File: config.mk
export PLATFORM = sky130hd
export DESIGN_NAME = lvl_states_bram_arbiter
export DESIGN_NICKNAME = d
export VERILOG_FILES = /design/src/rtl/lvl_states_bram_arbiter.sv
export SDC_FILE = /design/constraint.sdc
export NUM_CORES = 1
export LEC_CHECK = 0
export CORE_ASPECT_RATIO = 1.4
export CORE_MARGIN = 10
export CORE_UTILIZATION = 26
export CTS_CLUSTER_DIAMETER = 200
export DETAILED_ROUTE_END_ITERATION = 8
export HOLD_SLACK_MARGIN = 0.08
export PLACE_DENSITY = 0.78
export SLEW_MARGIN = 20
export SYNTH_ARGS = -nofsm -noshare
export SYNTH_HDL_FRONTEND = slang
export SYNTH_SLANG_ARGS = --single-unit
File: constraint.sdc
create_clock -name clk -period 2.35 [get_ports clk]
set_input_delay 0.47 -clock clk [delete_from_list [all_inputs] [get_ports clk]]
set_output_delay 0.47 -clock clk [all_outputs]
set_load 0.1 [all_outputs]
File: src/rtl/lvl_states_bram_arbiter.sv
// Round-robin owner arbiter for the single port of the lvls-states BRAM.
// Muxes the owner's access onto the port, tracks reads, and flags accesses from non-owners.
module lvl_states_bram_arbiter #(
  parameter int N_REQ                  = 4,
  parameter int WIDTH_LVL_STATES       = 30,
  parameter int ADDR_WIDTH_LVLS_STATES = 9,
  parameter int RD_LATENCY             = 1
) (
  input  logic                                      clk,
  input  logic                                      rst,
  input  logic [N_REQ-1:0]                          req_i,
  output logic [N_REQ-1:0]                          grant_o,
  input  logic [N_REQ-1:0]                          req_we_i,
  input  logic [N_REQ*ADDR_WIDTH_LVLS_STATES-1:0]   req_addr_i,
  input  logic [N_REQ*WIDTH_LVL_STATES-1:0]         req_data_i,
  input  logic [N_REQ-1:0]                          req_rd_i,
  output logic [WIDTH_LVL_STATES-1:0]               rd_data_o,
  output logic [N_REQ-1:0]                          rd_valid_o,
  output logic                                      ram_we_o,
  output logic [ADDR_WIDTH_LVLS_STATES-1:0]         ram_addr_o,
  output logic [WIDTH_LVL_STATES-1:0]               ram_data_o,
  input  logic [WIDTH_LVL_STATES-1:0]               ram_data_i,
  output logic                                      err_o
);

  localparam int IDX_W = (N_REQ > 1) ? $clog2(N_REQ) : 1;
  localparam int AW    = ADDR_WIDTH_LVLS_STATES;
  localparam int DW    = WIDTH_LVL_STATES;

  typedef enum logic {
    IDLE = 1'b0,
    OWN  = 1'b1
  } state_t;

  state_t             state_q, state_d;
  logic [IDX_W-1:0]   owner_q, owner_d;
  logic [IDX_W-1:0]   last_q, last_d;
  logic [N_REQ-1:0]   grant_q, grant_d;
  logic               err_q, err_d;
  logic [IDX_W-1:0]   pick, cand;
  logic               pick_found;
  logic [N_REQ-1:0]   own_mask;
  logic               rd_acc;
  logic [RD_LATENCY-1:0] rdv_q, rdv_d;
  logic [IDX_W-1:0]   rdo_q [RD_LATENCY];
  logic [IDX_W-1:0]   rdo_d [RD_LATENCY];

  // First requester after the last owner, wrapping around.
  always_comb begin
    pick       = last_q;
    pick_found = 1'b0;
    cand       = last_q;
    for (int i = 1; i <= N_REQ; i++) begin
      cand = IDX_W'((int'(last_q) + i) % N_REQ);
      if (!pick_found && req_i[cand]) begin
        pick       = cand;
        pick_found = 1'b1;
      end
    end
  end

  always_comb begin
    state_d = state_q;
    owner_d = owner_q;
    last_d  = last_q;
    grant_d = grant_q;
    case (state_q)
      IDLE: begin
        if (pick_found) begin
          state_d       = OWN;
          owner_d       = pick;
          last_d        = pick;
          grant_d       = '0;
          grant_d[pick] = 1'b1;
        end
      end
      OWN: begin
        if (!req_i[owner_q]) begin
          state_d = IDLE;
          grant_d = '0;
        end
      end
      default: begin
        state_d = IDLE;
        grant_d = '0;
      end
    endcase
  end

  always_comb begin
    own_mask   = '0;
    ram_we_o   = 1'b0;
    ram_addr_o = '0;
    ram_data_o = '0;
    rd_acc     = 1'b0;
    if (state_q == OWN) begin
      own_mask[owner_q] = 1'b1;
      ram_we_o   = req_we_i[owner_q];
      ram_addr_o = req_addr_i[int'(owner_q)*AW +: AW];
      ram_data_o = req_data_i[int'(owner_q)*DW +: DW];
      rd_acc     = req_rd_i[owner_q];
    end
    err_d = err_q | (|((req_we_i | req_rd_i) & ~own_mask));
  end

  // Read tracker: stage 0 captures the accepted read, the last stage is delivered.
  always_comb begin
    rdv_d[0] = rd_acc;
    rdo_d[0] = owner_q;
    for (int i = 1; i < RD_LATENCY; i++) begin
      rdv_d[i] = rdv_q[i-1];
      rdo_d[i] = rdo_q[i-1];
    end
    rd_valid_o = '0;
    if (rdv_q[RD_LATENCY-1]) rd_valid_o[rdo_q[RD_LATENCY-1]] = 1'b1;
  end

  always_ff @(posedge clk) begin
    if (!rst) begin
      state_q <= IDLE;
      owner_q <= '0;
      last_q  <= IDX_W'(N_REQ - 1);
      grant_q <= '0;
      err_q   <= 1'b0;
      rdv_q   <= '0;
      for (int i = 0; i < RD_LATENCY; i++) rdo_q[i] <= '0;
    end else begin
      state_q <= state_d;
      owner_q <= owner_d;
      last_q  <= last_d;
      grant_q <= grant_d;
      err_q   <= err_d;
      rdv_q   <= rdv_d;
      for (int i = 0; i < RD_LATENCY; i++) rdo_q[i] <= rdo_d[i];
    end
  end

  assign grant_o   = grant_q;
  assign err_o     = err_q;
  assign rd_data_o = ram_data_i;

  a_grant_onehot0: assert property (@(posedge clk) $onehot0(grant_q));

endmodule
==> reports/metrics.csv <==
metric,value,unit
outcome,"finished, final reports clean",
clock_sinks,13,
finalCritPeriodShare,95.7,%
final_cells,502,
antenna_found_initial,1,
crit_slowest_cell,mux4_2,
core_region_area,8200,sq um
tightest_slew,0.446,ns
die_area,12600,sq um
cts_made_buffers,3,
ant_nets,0,
drv_cap,0,
drv_slew,0,
cts.repair_timing.setup_buffer_count,0,
ys_seq_elements,13,
cts_root_buf,clkbuf_16,
port_buffers,218,
row_count,39,
syn_nets,416,
synth_common_cells,"42 x and2_1, 42 x mux4_2, 34 x buf_4",
whs,0.470,ns
synth-main-ff-cell,dfxtp_1,
p_per_area,520,nW/um^2
avgViaCountPerCell,5.13,
hold_viol,0,
grt_pass1_vias,2753,
wl_per_cell,24.9,um
wirelength,12500,um
path_max_fanout,2,
crit_family,buffers and inverters,
vias,2577,
yosysSeqAreaShare,11.9,%
drc,0,
fmax,445,MHz
die_x,97.7,um
hp-class,reg2reg,
dp_cells,498,
max-vdd-ir-drop,0.315,mV
cp-start-kind,input pin,
yosys-top-cells-area,"mux4_2 43%, and2_1 12%, dfxtp_1 12%",
power,2.47,mW
fin_setup_tns,0,ns
antennaDiodeCount,0,
clk_path_buf_depth,2,
clk_latency,0.24,ns
synth-edff-count,0,
cts_hold_buf,0,
io_pins,279,
cp.buffers_inverters,2,
max_stage_delay,0.49,ns
start_util,26.8,%
slew_headroom,70.0,%
cp-end-kind,output pin,
grt_pass1_wl,17900,um
syn_avg_cell_area,10.2,sq um
grt_remaining_overflow,0,
synth_area_leader_cell,mux4_2,
crit_type,in2out,
drive_gt1_share,27.3,%
crit_required,1.88,ns
leakage,1.77,nW
synth_area,2200,sq um
design_area,4750,sq um
cts_resized,0,
synth_top_area_share,43.1,%
async_flop_share,0,%
cts_tree,done,
cp_data_arrival_time,1.78,ns
yosysUniqueCellTypes,36,
fp.dieH,129,um
nets,601,
syn-instance-count,216,
area_growth,116,%
setup_viol,0,
path_clk_slew,0.04,ns
cts.htree.levels,1,
grt_usage,18.3,%
n_fill_cell,706,
grt_max_degree,33,
place_congestion,0.922,
finalCriticalPeriod,2.25,ns
drt-initial-drc-count,86,
dpl-instance-area,4670,sq um
finClkSkew,0.00249,ns
place_hpwl,10900,um
yosys_warnings,0,
drt_first_pass_iters,4,
rsz0062_at_grt,false,
crit_chain,clkdlybuf4s50_1 -> mux4_2 -> and2_1 -> buf_12,
## layer usage
layer | track usage, % | wire (um)
met3 | 6.05 | 977
met2 | 34.9 | 6910
met1 | 18.4 | 4320
met4 | 5.49 | 291
met5 | 0 | 13
## power breakdown
part	leakage, nW	total (mW)	internal (mW)	switching, mW
Clock	0.0382	0.320	0.228	0.0913
Combinational	1.62	1.87	0.859	1.02
Sequential	0.108	0.275	0.246	0.0291
Total	1.77	2.47	1.33	1.14
## area by class of cell
| cell class | instances | area, sq um | area share (%) |
|---|---|---|---|
| repair buffers | 229 | 2670 | 56.2 |
| inverters | 4 | 15.0 | 0.316 |
| well taps | 102 | 128 | 2.68 |
| flip-flops and latches | 13 | 263 | 5.53 |
| clock buffers | 4 | 78.8 | 1.66 |
| multi-input cells | 150 | 1600 | 33.6 |
## cell usage in the layout (no fill, tap or decap), types with 2 or more instances in the layout
| cell | instances |
|---|---|
| a21o_1 | 2 |
| a21oi_1 | 12 |
| a31oi_1 | 4 |
| and2_1 | 42 |
| and3_1 | 2 |
| buf_12 | 42 |
| buf_4 | 17 |
| clkbuf_16 | 3 |
| clkdlybuf4s50_1 | 169 |
| dfxtp_1 | 11 |
| dfxtp_2 | 2 |
| inv_1 | 4 |
| mux4_2 | 42 |
| nand2_1 | 7 |
| nand2b_1 | 2 |
| nor2_1 | 8 |
| nor3_1 | 5 |
| nor3b_1 | 2 |
| o21ai_0 | 3 |
| o21ai_1 | 2 |
| o311a_1 | 2 |
## worst register-to-register path, stage by stage, from the launching register on
cell     delay (ns)
dfxtp_2        0.35
buf_6          0.22
buf_4          0.18
mux4_2         0.51
or2_4          0.27
a21o_1         0.18
o311a_1        0.11
## final timing paths
kind,startpoint,end,slack (ns),cells after the start
min reg2reg,grant_o[0],grant_o[0],0.47,2
max reg2reg,owner_q[0],grant_o[1],0.41,6
min,grant_o[0],grant_o[0],0.47,2
max,req_we_i[3],ram_we_o,0.10,4
## flip-flops by register name, summed over array words and instances, names as in the netlist
signal	count
err_o	1
state_q	1
rdo_q	2
grant_o	4
owner_q	2
rdv_q	1
last_q	2
## cell families after synthesis
| kind of cell | Yosys count | share of synthesized area, % |
|---|---|---|
| AND/OR/NAND/NOR | 77 | 20.5 |
| buffers and inverters | 53 | 15.6 |
| AO/OA/AOI/OAI | 31 | 8.95 |
| flip-flops | 13 | 11.9 |
| multiplexers | 42 | 43.1 |
## through the flow
stage	util, %	setup slack (ns)
finish	58.0	0.101
global route	58.0	0.0284
CTS	57.9	0.0529
detailed placement	57.0	0.0993
global placement	57.0	0.115
floorplan	-	0.0304
Power figures use the tool's default switching activity.
